### src/rtl/freq_div_pkg.sv
// Shared types and constants for the programmable frequency divider.
package freq_div_pkg;

  typedef enum logic {
    IDLE = 1'b0,
    RUN  = 1'b1
  } state_t;

  localparam int unsigned MIN_DIV = 2;

endpackage

### src/rtl/clk_duty_stretch.sv
// Duty-cycle stretcher for the divided clock.
// Build option ODD_DUTY50_EN: for odd ratios the high phase is extended by
// half a clk_in cycle using a falling-edge flop (exact 50 % duty). Without
// it the registered clock passes straight through and no falling-edge logic
// exists.
module clk_duty_stretch (
`ifdef ODD_DUTY50_EN
  input  logic clk_in,
  input  logic arstn,
  input  logic odd,
`endif
  input  logic clk_q,
  output logic clk_out
);

`ifdef ODD_DUTY50_EN
  logic half_q;

  // Half-cycle delayed copy of the high phase, only for odd ratios
  always_ff @(negedge clk_in or negedge arstn) begin
    if (!arstn) half_q <= 1'b0;
    else        half_q <= clk_q & odd;
  end

  // Overlapping OR of the two flops cannot glitch: half_q only changes
  // half a cycle away from any clk_q edge.
  assign clk_out = clk_q | half_q;
`else
  assign clk_out = clk_q;
`endif

endmodule

### src/rtl/prog_freq_divider.sv
// Programmable clock divider: IDLE/RUN FSM, period counter, pending-ratio
// register with boundary-aligned update, registered clk_out/clk_tick/div_ack.
// Build option ODD_DUTY50_EN selects exact 50 % duty for odd ratios
// (see clk_duty_stretch).
module prog_freq_divider
  import freq_div_pkg::*;
#(
  parameter int unsigned CNT_W     = 16,
  parameter int unsigned RESET_DIV = 2
) (
  input  logic             clk_in,
  input  logic             arstn,
  input  logic             en,
  input  logic [CNT_W-1:0] div_ratio,
  input  logic             div_load,
  output logic             div_ack,
  output logic             clk_out,
  output logic             clk_tick
);

  localparam logic [CNT_W-1:0] RESET_RATIO = CNT_W'(RESET_DIV);
  localparam logic [CNT_W-1:0] MIN_RATIO   = CNT_W'(MIN_DIV);
  localparam logic [CNT_W-1:0] ONE         = CNT_W'(1);

  state_t           state, state_nxt;
  logic [CNT_W-1:0] cnt, cnt_nxt;
  logic [CNT_W-1:0] ratio, ratio_nxt;
  logic [CNT_W-1:0] pend, pend_nxt;
  logic             pend_v, pend_v_nxt;
  logic [CNT_W-1:0] load_val;
  logic             period_end, apply_pt, ack_nxt;
  logic             clk_q;
`ifdef ODD_DUTY50_EN
  logic             odd_q;
`endif

  // Next-state logic: ratio update at apply points, FSM and period counter
  always_comb begin
    load_val   = (div_ratio < MIN_RATIO) ? MIN_RATIO : div_ratio;
    period_end = (state == RUN) && (cnt == ratio - ONE);
    apply_pt   = (state == IDLE) || period_end;

    ratio_nxt  = ratio;
    pend_nxt   = pend;
    pend_v_nxt = pend_v;
    ack_nxt    = 1'b0;
    // A load coinciding with an apply point bypasses the pending register
    // so the freshest value wins.
    if (apply_pt) begin
      if (div_load) begin
        ratio_nxt  = load_val;
        pend_v_nxt = 1'b0;
        ack_nxt    = 1'b1;
      end else if (pend_v) begin
        ratio_nxt  = pend;
        pend_v_nxt = 1'b0;
        ack_nxt    = 1'b1;
      end
    end else if (div_load) begin
      pend_nxt   = load_val;
      pend_v_nxt = 1'b1;
    end

    state_nxt = state;
    cnt_nxt   = cnt;
    case (state)
      IDLE: begin
        cnt_nxt = '0;
        if (en) state_nxt = RUN;
      end
      RUN: begin
        if (period_end) begin
          cnt_nxt = '0;
          if (!en) state_nxt = IDLE;
        end else begin
          cnt_nxt = cnt + ONE;
        end
      end
      default: begin
        state_nxt = IDLE;
        cnt_nxt   = '0;
      end
    endcase
  end

  // State registers; outputs are registered from the next-cycle view so they
  // line up with the state/count they describe
  always_ff @(posedge clk_in or negedge arstn) begin
    if (!arstn) begin
      state    <= IDLE;
      cnt      <= '0;
      ratio    <= RESET_RATIO;
      pend     <= '0;
      pend_v   <= 1'b0;
      clk_q    <= 1'b0;
      clk_tick <= 1'b0;
      div_ack  <= 1'b0;
    end else begin
      state    <= state_nxt;
      cnt      <= cnt_nxt;
      ratio    <= ratio_nxt;
      pend     <= pend_nxt;
      pend_v   <= pend_v_nxt;
      clk_q    <= (state_nxt == RUN) && (cnt_nxt < (ratio_nxt >> 1));
      clk_tick <= (state_nxt == RUN) && (cnt_nxt == ratio_nxt - ONE);
      div_ack  <= ack_nxt;
    end
  end

`ifdef ODD_DUTY50_EN
  // Odd-ratio flag tracks the ratio of the current period
  always_ff @(posedge clk_in or negedge arstn) begin
    if (!arstn) odd_q <= 1'b0;
    else        odd_q <= ratio_nxt[0];
  end
`endif

  clk_duty_stretch u_stretch (
`ifdef ODD_DUTY50_EN
    .clk_in  (clk_in),
    .arstn   (arstn),
    .odd     (odd_q),
`endif
    .clk_q   (clk_q),
    .clk_out (clk_out)
  );

endmodule
### config.mk
export PLATFORM = sky130hd
export DESIGN_NAME = prog_freq_divider
export DESIGN_NICKNAME = d
export VERILOG_FILES = /design/src/rtl/freq_div_pkg.sv /design/src/rtl/clk_duty_stretch.sv /design/src/rtl/prog_freq_divider.sv
export SDC_FILE = /design/constraint.sdc
export NUM_CORES = 1
export LEC_CHECK = 0
export CAP_MARGIN = 30
export CORE_MARGIN = 4
export CORE_UTILIZATION = 30
export CTS_CLUSTER_DIAMETER = 80
export DETAILED_ROUTE_END_ITERATION = 10
export DONT_BUFFER_PORTS = 1
export PLACE_DENSITY = 0.5
export REMOVE_ABC_BUFFERS = 1
export SLEW_MARGIN = 20
export SYNTH_ARGS = -nofsm -noshare
export SYNTH_HDL_FRONTEND = slang
export SYNTH_SLANG_ARGS = --single-unit
### constraint.sdc
create_clock -name clk_in -period 14.95 [get_ports clk_in]
set_input_delay 2.99 -clock clk_in [delete_from_list [all_inputs] [get_ports clk_in]]
set_output_delay 2.99 -clock clk_in [all_outputs]
set_load 0.03 [all_outputs]
* Yosys cells after proc, flatten, opt, wreduce, memory -nomap -nowiden *
Index checks and enable logic that the tools add are counted.

cells by class
  reduce and logical (&&, ||, !) cells = 6
  add/sub/neg operators = 3
  multiplexer cells = 14
  equal/unequal tests = 2
  order comparisons = 2
  bitwise gates (word level) = 2

operators with widths
  operator                                              count
  two-way mux 16 bit                                    5
  equality test 16 bit                                  2
  case mux 16 bit (2 select lines)                      1
  subtractor 16 x 1 -> 16 bit (second input constant)   2
  adder 16 x 1 -> 16 bit (second input constant)        1
  < comparator 16 x 15 -> 1 bit                         1
  < comparator 16 x 2 -> 1 bit (second input constant)  1
  two-way mux 1 bit                                     7
  logical AND 1 bit                                     3
  inverter 1 bit                                        2
  case mux 1 bit (2 select lines)                       1
  AND reduction 2 bit                                   1
  nonzero test 2 bit                                    1
  logical OR 1 bit                                      1

storage, ports and cells
  bits of input ports = 20
  output and inout port bits = 3
  register bits after elaboration = 53
  logic and storage cells = 37

* Depth between registers and ports, before layout *
Gate-level depths: netlist of run 1.

  word-level depth = 8
  mapped depth = 24
  depth with buffers taken out = 21

* Cells and area by module *
From an unflattened synthesis of run 1, not the netlist that was laid out.

unflattened totals
  cells, all modules = 493
  area, all modules = 4326.6 um^2

by module, submodules not included
  module             area an instance (um^2)  cells each  times used  seq. area each (um^2)
  prog_freq_divider  4319.1                   492         1           1327.5
  clk_duty_stretch   7.5                      1           1           0.0

* Worst setup path after synthesis of run 1 *
No wires, ideal clock.

  kind = input to register
  start point = in div_load
  end point = reg clk_tick
  path slack = 9.100 ns
  stages on the path = 13
  library setup time = 0.111 ns
  path buffers = 2
  data required time = 14.839 ns
  arrival time = 5.738 ns
  path through = clkbuf_1 -> buf_1 -> a21boi_0 -> nand2_1 -> a21boi_0 -> ha_1 -> a21boi_0 -> nand2_1 -> mux2_2 -> nor3_1 -> xnor2_1 -> o211ai_1 -> a2111oi_2

between the ends
  longest elaborated chain between the ends = 5

RTL lines
  what                         line                      RTL
  from (decl)                  prog_freq_divider.sv:15   input logic div_load,
  two-way mux 16 bit           prog_freq_divider.sv:50   if (div_load) begin
  two-way mux 16 bit           prog_freq_divider.sv:49   if (apply_pt) begin
  subtractor 16 x 1 -> 16 bit  prog_freq_divider.sv:105  clk_tick <= (state_nxt == RUN) && (cnt_nxt == ratio_nxt - ONE);
  equality test 16 bit         prog_freq_divider.sv:105
  logical AND 1 bit            prog_freq_divider.sv:105
  to (signal assigned)         prog_freq_divider.sv:105
  to (decl)                    prog_freq_divider.sv:18   output logic clk_tick

No other way between the ends.
A chain may end at the register's enable or synchronous reset.

* Worst setup path after layout of run 1 *
  start point = in div_ratio[13]
  end point = reg clk_tick

between the ends
  longest elaborated chain between the ends = 7

RTL lines
  what                             line                      RTL
  from (decl)                      prog_freq_divider.sv:14   input logic [CNT_W-1:0] div_ratio,
  < comparator 16 x 2 -> 1 bit     prog_freq_divider.sv:39   load_val = (div_ratio < MIN_RATIO) ? MIN_RATIO : div_ratio;
  two-way mux 16 bit (*)           prog_freq_divider.sv:39
  two-way mux 16 bit (*)           prog_freq_divider.sv:50
  two-way mux 16 bit (*)           prog_freq_divider.sv:49
  subtractor 16 x 1 -> 16 bit (*)  prog_freq_divider.sv:105
  equality test 16 bit (*)         prog_freq_divider.sv:105
  logical AND 1 bit (*)            prog_freq_divider.sv:105

Mark *: on every way between the ends. The rest lies on a longest branch, timed or not.

==> flow_summary.toml, run 1 <==
[detailed_routing]
viasPerCell = 5.34
num_vias = 3388
drtAntennaViolNets = 0
wirelength_um = 11200
wl_per_cell_um = 17.7
dr.pass1.iters = 5
drtIter0Drc = 182
drc_errors = 0

[setup_path]
path_depth = 14
cp-end-kind = "register"
crit_buf_inv = 0
crit_chain = "nor4_1, nand2_1, o21ai_0, a21boi_0, nand2_1, a21boi_0, ha_1, a21boi_0, nand2_1, mux2_2, nor3_1, xnor2_1, o211ai_1, a2111oi_2"
max_stage_delay_ns = 0.46
start_kind = "primary input"
arrival_ns = 6.38
reg2regPathDepth = 19
cp_max_fo = 5
critPathSlowestCell = "nor4_1"
cp.required_ns = 15.14
crit_family = "compound AO/OA/AOI/OAI gates"
crit_type = "primary input to register"

[placed_design]
dpl.hpwl_um = 8640
port_buffers = 0
dpl_cell_area_um2 = 4210
gp_congestion = 0.850

[global_routing]
grtUsageTotal = 0.146
grt_max_degree = 54
grt_pass1_wl_um = 18400
overflow = 0
grt_pass1_vias = 3342
grt_antenna_before_repair = 0

[synth]
ys_ff_latch = 53
synth_cells = 472
ys_seq_area_frac = 0.324
syn_area_um2 = 4090
yosysUniqueCellTypes = 75
synthAdderAreaFrac = 0.0520
syn_area_per_cell_um2 = 8.67
synth_xor_area_frac = 0.0984
synth_compound_area_frac = 0.165
synth.area.mux_share = 0.0715
yosys_warnings = 0
synth-edff-count = 0
synth-main-ff-cell = "dfrtp_1"
synth_top_family_by_area = "simple AND/OR/NAND/NOR gates"
synth-async-reset-ratio = 1.00
yosys.area_share.simple = 0.235

[finish]
layout-drive-gt1-share = 0.0959
post-route-util = 0.329
n_antenna_cell = 0
nets = 495
fin_area_um2 = 4370
area_growth_syn_to_layout_pct = 6.72

[power_and_ir_drop]
ir_worst_vdd_mv = 0.0394
power_mw = 0.574
p_per_area_nw_per_um2 = 131
p_leak_nw = 1.88

[die]
io_pins = 23
start_util = 0.308
core-area_um2 = 13300
dieArea_um2 = 15600
die_height_um = 125
die_w_um = 125
rows = 42

[worst_hold_path]
hold_path.class = "register to register"
holdPathStages = 2

[clock_network]
cts-root-buf = "clkbuf_16"
cts.sinks = 53
cts_buffers = 5
cts_resized = 0
clk_pin_slew_ns = 0.07
cts_tree = "built"
cts_max_path_buffers = 2
clk_latency_ns = 0.30
holdBufCountCts = 0
cts_setup_buffers = 0
htreeDepth = 2

[timing]
worst_slew_margin_rel = 0.523
finalSetupViolCount = 0
hold_violations = 0
whs_ns = 0.489
tightest_slew_ns = 0.713
min_period_ns = 6.20
rsz0062_at_grt = "no"
period_share = 0.414
skew_ns = 0.00672
max_clock_freq_ghz = 0.161
setup_tns_ns = 0
drv_slew = 0

[flow_run]
max_cap_violations = 0

[run_status]
status = "finished clean"
==> worst reg2reg max path, delay by kind of cell, from the launching register on <==
family / cells / cell delay (ns)
AOI/OAI and AO/OA: 8 / 1.82
DFF: 1 / 0.47
and+or+nand+nor: 4 / 1.16
muxes: 1 / 0.32
buffers and inverters: 2 / 0.50
xor gates and xnor gates: 2 / 0.39
adders and majority gates: 2 / 0.46
==> metal layers <==
layer | wire (um) | part of all wire | track usage
met1 | 5240 | 0.47 | 0.200
met2 | 5320 | 0.47 | 0.238
met3 | 432 | 0.039 | 0.0253
met4 | 221 | 0.020 | 0.0427
met5 | 0 | 0 | 0
==> kinds of logic (layout without fill, tap and decap cells) <==
| kind of cell | Yosys count | count (layout) |
|---|---|---|
| AO/OA/AOI/OAI | 97 | 97 |
| XOR/XNOR | 46 | 46 |
| adder cells (fa/ha/maj) | 17 | 17 |
| buffers and inverters | 49 | 36 |
| flip-flops | 53 | 53 |
| multiplexers | 27 | 27 |
| AND/OR/NAND/NOR | 183 | 183 |
==> final timing paths <==
path	from	endpoint	slack, ns
setup / recovery	div_ratio[13]	clk_tick$_DFF_PN0_	8.75
hold / removal	pend[10]$_DFFE_PN0P_	pend[10]$_DFFE_PN0P_	0.49
setup reg to reg	ratio[0]$_DFF_PN0_	clk_tick$_DFF_PN0_	9.72
hold reg to reg	pend[10]$_DFFE_PN0P_	pend[10]$_DFFE_PN0P_	0.49
max in group asynchronous	arstn	ratio[1]$_DFF_PN1_	12.35
min in group asynchronous	arstn	cnt[11]$_DFF_PN0_	2.38
==> state kept, by name (all words and copies together) (netlist names) <==
name,flops
state,1
pend_v,1
clk_tick,1
clk_q,1
pend,16
cnt,16
div_ack,1
ratio,16
==> power breakdown <==
group / switching [mW] / leakage [nW] / total [mW] / internal (mW)
sequential: 0.0461 / 0.651 / 0.214 / 0.168
clock: 0.0535 / 0.0799 / 0.125 / 0.0711
combinational: 0.132 / 1.15 / 0.235 / 0.103
total: 0.231 / 1.88 / 0.574 / 0.342
==> area by class of cell <==
cell class / count / area [um2]
clock buffers: 7 / 153
clock inverters: 1 / 5.00
fillers: 1383 / 8930
inverters: 26 / 103
multi-input cells: 370 / 2550
flip-flops and latches: 53 / 1330
well taps: 176 / 220
repair buffers: 2 / 15.0
==> per-stage QoR <==
step	std cells	worst slack, ns
floorplan	449	9.14
global placement	627	8.68
detailed placement	627	8.50
CTS	635	8.79
global route	635	8.40
finish	635	8.75
==> layout by cell type (no fill, tap or decap), types with 5 or more instances in the layout <==
cell	netlist	final
dfrtp_1	52	52
nor2_1	51	51
nand2_1	46	46
xnor2_1	27	27
a21oi_1	27	27
inv_1	24	24
xor2_1	19	19
ha_1	17	17
nor3_1	15	15
mux2_2	14	14
o21ai_0	13	13
nand3_1	12	12
mux2i_1	12	12
nor4_1	7	7
and3_1	6	6
nand4_1	6	6
nand2b_1	5	5
or3_1	5	5
a22oi_1	5	5
a21o_1	5	5
clkbuf_16	0	5
==> synth_stat cells (all sizes together), types with 5 or more instances <==
| cell | count | area share |
|---|---|---|
| nand4 | 6 | 0.0092 |
| mux2i | 12 | 0.029 |
| a21o | 5 | 0.0092 |
| nor4 | 8 | 0.016 |
| nand3 | 12 | 0.015 |
| o21ai | 15 | 0.021 |
| buf | 12 | 0.019 |
| or3 | 5 | 0.0076 |
| mux2 | 15 | 0.042 |
| and3 | 6 | 0.0092 |
| xor2 | 19 | 0.041 |
| inv | 25 | 0.023 |
| ha | 17 | 0.052 |
| a22oi | 5 | 0.0092 |
| nand2b | 5 | 0.0076 |
| a21oi | 28 | 0.035 |
| nor2 | 52 | 0.050 |
| nand2 | 47 | 0.045 |
| dfrtp | 52 | 0.32 |
| xnor2 | 27 | 0.058 |
| nor3 | 17 | 0.025 |
| clkbuf | 11 | 0.010 |
(Power assumes the default switching activity.)
==> inputs of run 2 (changes only) <==
--- a/config.mk
+++ b/config.mk
@@ -5,13 +5,14 @@
 export SDC_FILE = /design/constraint.sdc
 export NUM_CORES = 1
 export LEC_CHECK = 0
+export ABC_AREA = 1
 export CAP_MARGIN = 30
 export CORE_MARGIN = 4
 export CORE_UTILIZATION = 30
 export CTS_CLUSTER_DIAMETER = 80
 export DETAILED_ROUTE_END_ITERATION = 10
 export DONT_BUFFER_PORTS = 1
-export PLACE_DENSITY = 0.5
+export PLACE_DENSITY = 0.51
 export REMOVE_ABC_BUFFERS = 1
 export SLEW_MARGIN = 20
 export SYNTH_ARGS = -nofsm -noshare
==> constraint.sdc (replaced) <==
create_clock -name clk_in -period 5.35 [get_ports clk_in]
set_input_delay 1.07 -clock clk_in [delete_from_list [all_inputs] [get_ports clk_in]]
set_output_delay 1.07 -clock clk_in [all_outputs]
set_load 0.03 [all_outputs]
==> run 2 against run 1 <==
Setup slack got worse by 7.3 ns; critical path depth increased by 7; synthesized area increased by 7.7%; clock power increased to 2.6 times the previous value; register-to-register slack got worse by 8.3 ns; worst hold slack got worse by 0.031 ns; non-clock buffer count decreased by 1; sequential share of layout area decreased by 2.1 points; combinational power decreased by 83%; critical path type is now register to register; largest cell class unchanged; highest routed layer unchanged.
==> flow_summary.toml, run 2 <==
[clock_network]
cts_tree = "built"
cts_buffers = 5
holdBufCountCts = 0
cts-root-buf = "clkbuf_16"
clk_pin_slew_ns = 0.07
cts.sinks = 53
cts_max_path_buffers = 2
cts_resized = 0
clk_latency_ns = 0.30
cts_setup_buffers = 0
htreeDepth = 2

[die]
core-area_um2 = 14500
start_util = 0.305
die_w_um = 129
io_pins = 23
dieArea_um2 = 16700
die_height_um = 129
rows = 44

[finish]
nets = 692
layout_commonest_cell = "nand2_1"
post-route-util = 0.324
area_growth_syn_to_layout_pct = 6.27
fin_cells = 840
final_cell_mix = "nand2_1 (232), inv_1 (86), nand3_1 (54)"
n_fill_cell = 1538
layout-drive-gt1-share = 0.0808
n_antenna_cell = 0
largestRegisters = "cnt (16), pend (16), ratio (16)"

[power_and_ir_drop]
p_per_area_nw_per_um2 = 167
swShare = 0.232
power.switching_mw = 0.181
p_clk_frac = 0.417
p_leak_nw = 2.45
p_int_mw = 0.600
comb_power_share = 0.050
ir_worst_vdd_mv = 0.109
seqPwrFrac = 0.533
power_mw = 0.782

[synth]
synth-edff-count = 0
ys_seq_area_frac = 0.301
syn_area_um2 = 4410
syn_area_per_cell_um2 = 6.65
synth-async-reset-ratio = 1.00
synth-main-ff-cell = "dfrtp_1"
yosysUniqueCellTypes = 42
synth_largest_area_cell = "dfrtp_1"
synth_cells = 663
synth.area.top_cells = "dfrtp_1 (30%), nand2_1 (20%), inv_1 (7.3%)"
synthMostInstantiatedCell = "nand2_1"
ys_ff_latch = 53
netlist.area_leader.share = 0.295
synth_top_cells_by_count = "nand2_1 (232), inv_1 (86), nand3_1 (54)"
yosys_warnings = 0

[detailed_routing]
dr.pass1.iters = 5
drc_errors = 0
viasPerCell = 4.71
drtAntennaViolNets = 0
wl_per_cell_um = 14.3
wirelength_um = 12000
drtIter0Drc = 213
num_vias = 3953

[timing]
period_share = 0.730
worst_slew_margin_rel = 0.523
setup_tns_ns = 0
finalSetupViolCount = 0
tightest_slew_ns = 0.713
whs_ns = 0.457
min_period_ns = 3.90
rsz0062_at_grt = "no"
hold_violations = 0
max_clock_freq_ghz = 0.256
drv_slew = 0
skew_ns = 0.00646

[placed_design]
dpl.hpwl_um = 9640
port_buffers = 0
dp.cells = 832
gp_congestion = 0.921

[global_routing]
grtUsageTotal = 0.153
grt_max_degree = 54
grt_pass1_wl_um = 20500
overflow = 0
grt_pass1_vias = 4006
grt_antenna_before_repair = 0

[run_status]
status = "finished clean"

[setup_path]
cp.required_ns = 5.58
crit_type = "register to register"
arrival_ns = 4.14
cp_max_fo = 41
cp-end-kind = "register"
start_kind = "register"

[worst_hold_path]
hold_path.class = "primary input to asynchronous set/reset pin"

[flow_run]
max_cap_violations = 0
==> run 2: cell count changes in the layout (fill, tap and decap cells not counted), sizes merged, moves of 6 or more <==
cell,before,now
nand2,47,253
mux2,15,0
mux2i,12,0
o21ai,15,26
a21oi,28,6
nand3,12,55
o211ai,4,10
nor3,17,7
xnor2,27,14
inv,25,88
nand3b,4,11
nor2,52,67
==> run 2: stage by stage <==
stage / setup WS [ns] / instance area (um2)
2_1_floorplan: 2.09 / 4310
3_5_place_dp: 1.46 / 4550
4_1_cts: 1.44 / 4690
5_1_grt: 0.963 / 4690
3_3_place_gp: 1.52 / 4550
6_report: 1.45 / 4690
==> run 2: worst paths after layout <==
kind | from | endpoint | slack [ns] | cells after the start
max in group asynchronous | arstn | ratio[1]$_DFF_PN1_ | 4.70 | 0
hold / removal | arstn | cnt[13]$_DFF_PN0_ | 0.46 | 0
min in group clk_in | pend[11]$_DFFE_PN0P_ | pend[11]$_DFFE_PN0P_ | 0.47 | 2
setup reg to reg | ratio[1]$_DFF_PN1_ | clk_tick$_DFF_PN0_ | 1.45 | 21
setup / recovery | ratio[1]$_DFF_PN1_ | clk_tick$_DFF_PN0_ | 1.45 | 21
hold reg to reg | pend[11]$_DFFE_PN0P_ | pend[11]$_DFFE_PN0P_ | 0.47 | 2
==> run 2: logic make-up after synthesis <==
logic type,count (synthesis),share of synthesized area
simple gates,409,0.423
fa+ha+maj,17,0.0482
flops,53,0.301
compound gates,50,0.0718
buf+inv,105,0.0987
xor+xnor,29,0.0576
==> run 2: per-layer routing <==
| metal | wire, um | vias to the layer above | track usage |
|---|---|---|---|
| met5 | 0 | - | 0 |
| met4 | 233 | 0 | 0.0414 |
| met3 | 536 | 14 | 0.0206 |
| met2 | 5460 | 94 | 0.248 |
| met1 | 5770 | 1770 | 0.216 |
| li1 | - | 2075 | - |
==> run 2: layout make-up <==
type,count,area (um2),share of cell area
multi-input cells,505,2650,0.565
clock buffers,7,133,0.0283
repair buffers,1,7.51,0.00160
clock inverters,1,7.51,0.00160
inverters,89,334,0.0713
well taps,184,230,0.0491
flip-flops and latches,53,1330,0.283
==> run 2: worst max-delay path: stages, from the launching register on <==
cell and delay, ns:
dfstp_2 0.54, inv_1 0.08, ha_1 0.29, xnor2_1 0.12
nor2_1 0.10, nand4_1 0.17, nor3_4 0.23, nand2_4 0.18
nand2_4 0.43, nand2_1 0.10, nand2_1 0.18, ha_1 0.22
nand3_1 0.18, nor2_4 0.19, nand3_2 0.13, nor2_2 0.12
nand2_1 0.10, nand2_1 0.07, nand2_1 0.04, nor2_1 0.10
nand3_1 0.12, nor2_1 0.12
==> run 2: power groups by stage <==
stage | logic [mW] | clock network (mW) | registers [mW]
4_1_cts | 0.0393 | 0.337 | 0.417
2_1_floorplan | 0.0312 | 0 | 0.423
3_3_place_gp | 0.0388 | 0 | 0.424
6_report | 0.0390 | 0.326 | 0.417
3_5_place_dp | 0.0392 | 0 | 0.425
5_1_grt | 0.0466 | 0.356 | 0.418
==> inputs of run 3 (changes only) <==
--- a/config.mk
+++ b/config.mk
@@ -5,7 +5,7 @@
 export SDC_FILE = /design/constraint.sdc
 export NUM_CORES = 1
 export LEC_CHECK = 0
-export ABC_AREA = 1
+export ABC_AREA = 0
 export CAP_MARGIN = 30
 export CORE_MARGIN = 4
 export CORE_UTILIZATION = 30
==> constraint.sdc (replaced) <==
create_clock -name clk_in -period 3.4 [get_ports clk_in]
set_input_delay 0.68 -clock clk_in [delete_from_list [all_inputs] [get_ports clk_in]]
set_output_delay 0.68 -clock clk_in [all_outputs]
set_load 0.03 [all_outputs]
==> run 3 against run 2 <==
The run now ends with negative setup slack left; register-to-register slack worse by 2.4 ns; clock power up 89%; fmax down 11%; utilization up 12 points; cell count down 7.7%; critical endpoint unchanged.
==> flow_summary.toml, run 3 (same netlist as run 1, synthesis figures left out) <==
[setup_path]
arrival_ns = 4.57
reg2regPathDepth = 19
cp_max_fo = 5
rrSetupSlack_ns = -0.97
crit_type = "register to register"
cp-end-kind = "register"
cp.required_ns = 3.59
cp_common_cell = "nand2_2"
crit_chain = "buf_6, nor4_4, nand4b_2, or3_4, o2bb2ai_4, or4_4, o21a_4, a211oi_4, a21oi_4, ha_4, nand2_2, nand2_2, xnor2_1, nor3_2, and3_1, a31oi_1, mux2i_1, nand4_1, a2111oi_2"
rr_startpoint = "ratio[1]$_DFF_PN1_"
critPathSlowestCell = "or4_4"
r2r-end = "clk_tick$_DFF_PN0_"
max_stage_delay_ns = 0.57
start_kind = "register"

[worst_hold_path]
hold_path.class = "primary input to asynchronous set/reset pin"

[power_and_ir_drop]
p_clk_frac = 0.188
ir_worst_vdd_mv = 0.241
power.switching_mw = 1.26
p_leak_nw = 2.72
comb_power_share = 0.552
seqPwrFrac = 0.260
p_int_mw = 2.01
power_mw = 3.27
p_per_area_nw_per_um2 = 560
swShare = 0.385

[finish]
seqCellArea_um2 = 1330
final_cell_mix = "buf_4 (127), dfrtp_1 (52), nor2_1 (46)"
nets = 635
n_fill_cell = 1296
layout_commonest_cell = "buf_4"
area_growth_syn_to_layout_pct = 42.8
largestRegisters = "cnt (16), pend (16), ratio (16)"
multi_input_area_um2 = 2840
layout-drive-gt1-share = 0.371
fin_cells = 775
n_antenna_cell = 0

[clock_network]
cts_max_path_buffers = 2
cts_tree = "built"
htreeDepth = 2
clk_latency_ns = 0.31
cts.sinks = 53
clk_pin_slew_ns = 0.08
cts-root-buf = "clkbuf_16"
cts_buffers = 5
holdBufCountCts = 0

[global_routing]
grt_pass1_wl_um = 21300
grt_pass1_vias = 4049
grt_max_degree = 54
overflow = 0
grt_antenna_before_repair = 0
grtUsageTotal = 0.170

[die]
core-area_um2 = 13300
rows = 42
start_util = 0.308
die_w_um = 125
io_pins = 23
die_height_um = 125
dieArea_um2 = 15600

[flow_run]
max_cap_violations = 0

[detailed_routing]
viasPerCell = 5.21
drtAntennaViolNets = 0
num_vias = 4039
drc_errors = 0
drtIter0Drc = 193
dr.pass1.iters = 5
wirelength_um = 13800
wl_per_cell_um = 17.8

[timing]
drv_slew = 0
tightest_slew_ns = 0.447
max_clock_freq_ghz = 0.229
hold_violations = 0
whs_ns = 0.0604
finalSetupViolCount = 20
worst_slew_margin_rel = 0.699
worst_slack_ns = -0.973
period_share = 1.29
skew_ns = 0.0131
min_period_ns = 4.37
rsz0062_at_grt = "yes"

[run_status]
violations = "negative setup slack"
status = "finished, violations left"

[placed_design]
dpl.hpwl_um = 10300
port_buffers = 0
gp_congestion = 0.895
dp_slack_ns = -1.16
dp.cells = 741
==> run 3: through the flow <==
step                      instance area, um2   util  setup TNS (ns)
after CTS                               5520  0.415           -1.67
final                                   5850  0.440           -4.08
after global placement                  5070  0.381           -1.74
after detailed placement                5070  0.381           -2.06
after global routing                    5850  0.440           -6.45
after floorplan                         3980      -           -4.68
==> run 3: worst max path at each step <==
stage / startpoint / endpoint / slack (ns) / cells after the start
CTS: ratio[1]$_DFF_PN1_ / clk_tick$_DFF_PN0_ / -0.86 / 19
global placement: ratio[0]$_DFF_PN0_ / clk_tick$_DFF_PN0_ / -0.98 / 19
floorplan: ratio[0]$_DFF_PN0_ / clk_tick$_DFF_PN0_ / -1.30 / 17
finish: ratio[1]$_DFF_PN1_ / clk_tick$_DFF_PN0_ / -0.97 / 19
detailed placement: ratio[0]$_DFF_PN0_ / clk_tick$_DFF_PN0_ / -1.16 / 19
global route: ratio[1]$_DFF_PN1_ / clk_tick$_DFF_PN0_ / -1.17 / 18
==> run 3: what timing repair did <==
item | CTS | global route
cloned | 1 | 3
pin swaps | 24 | 15
gates resized for setup | 39 | 50
setup endpoints to repair | 15 | 26
setup buffers | 11 | 15
==> run 3: layer usage <==
metal  GRT usage  part of all wire  wire length (um)  up-vias
li1            -                 -                 -     1926
met1       0.222              0.44              6060     1981
met2       0.281              0.48              6690      105
met3      0.0283             0.046               630       27
met4      0.0682             0.031               429        0
met5           0                 0                 0        -
==> run 3: area by class of cell <==
type / count / share of cell area
Timing Repair Buffer: 142 / 0.203
Tap cell: 176 / 0.0377
Clock buffer: 7 / 0.0244
Inverter: 26 / 0.0175
Multi-Input combinational cell: 370 / 0.485
Clock inverter: 1 / 0.00513
Sequential cell: 53 / 0.227
==> run 3: critical path, delay by kind of cell, from the launching register on <==
family / cells / cell delay, ns
compound gates: 6 / 1.01
flops: 1 / 0.38
mux: 1 / 0.23
xor+xnor: 1 / 0.13
simple gates: 9 / 2.20
buf+inv: 1 / 0.11
fa+ha+maj: 1 / 0.18
==> run 3: power groups by stage <==
stage | combinational (mW) | clock, mW | sequential [mW]
final | 1.81 | 0.616 | 0.850
after floorplan | 0.802 | 0 | 0.891
after CTS | 1.69 | 0.628 | 0.848
after global placement | 1.57 | 0 | 0.856
after global routing | 1.96 | 0.653 | 0.862
after detailed placement | 1.58 | 0 | 0.859
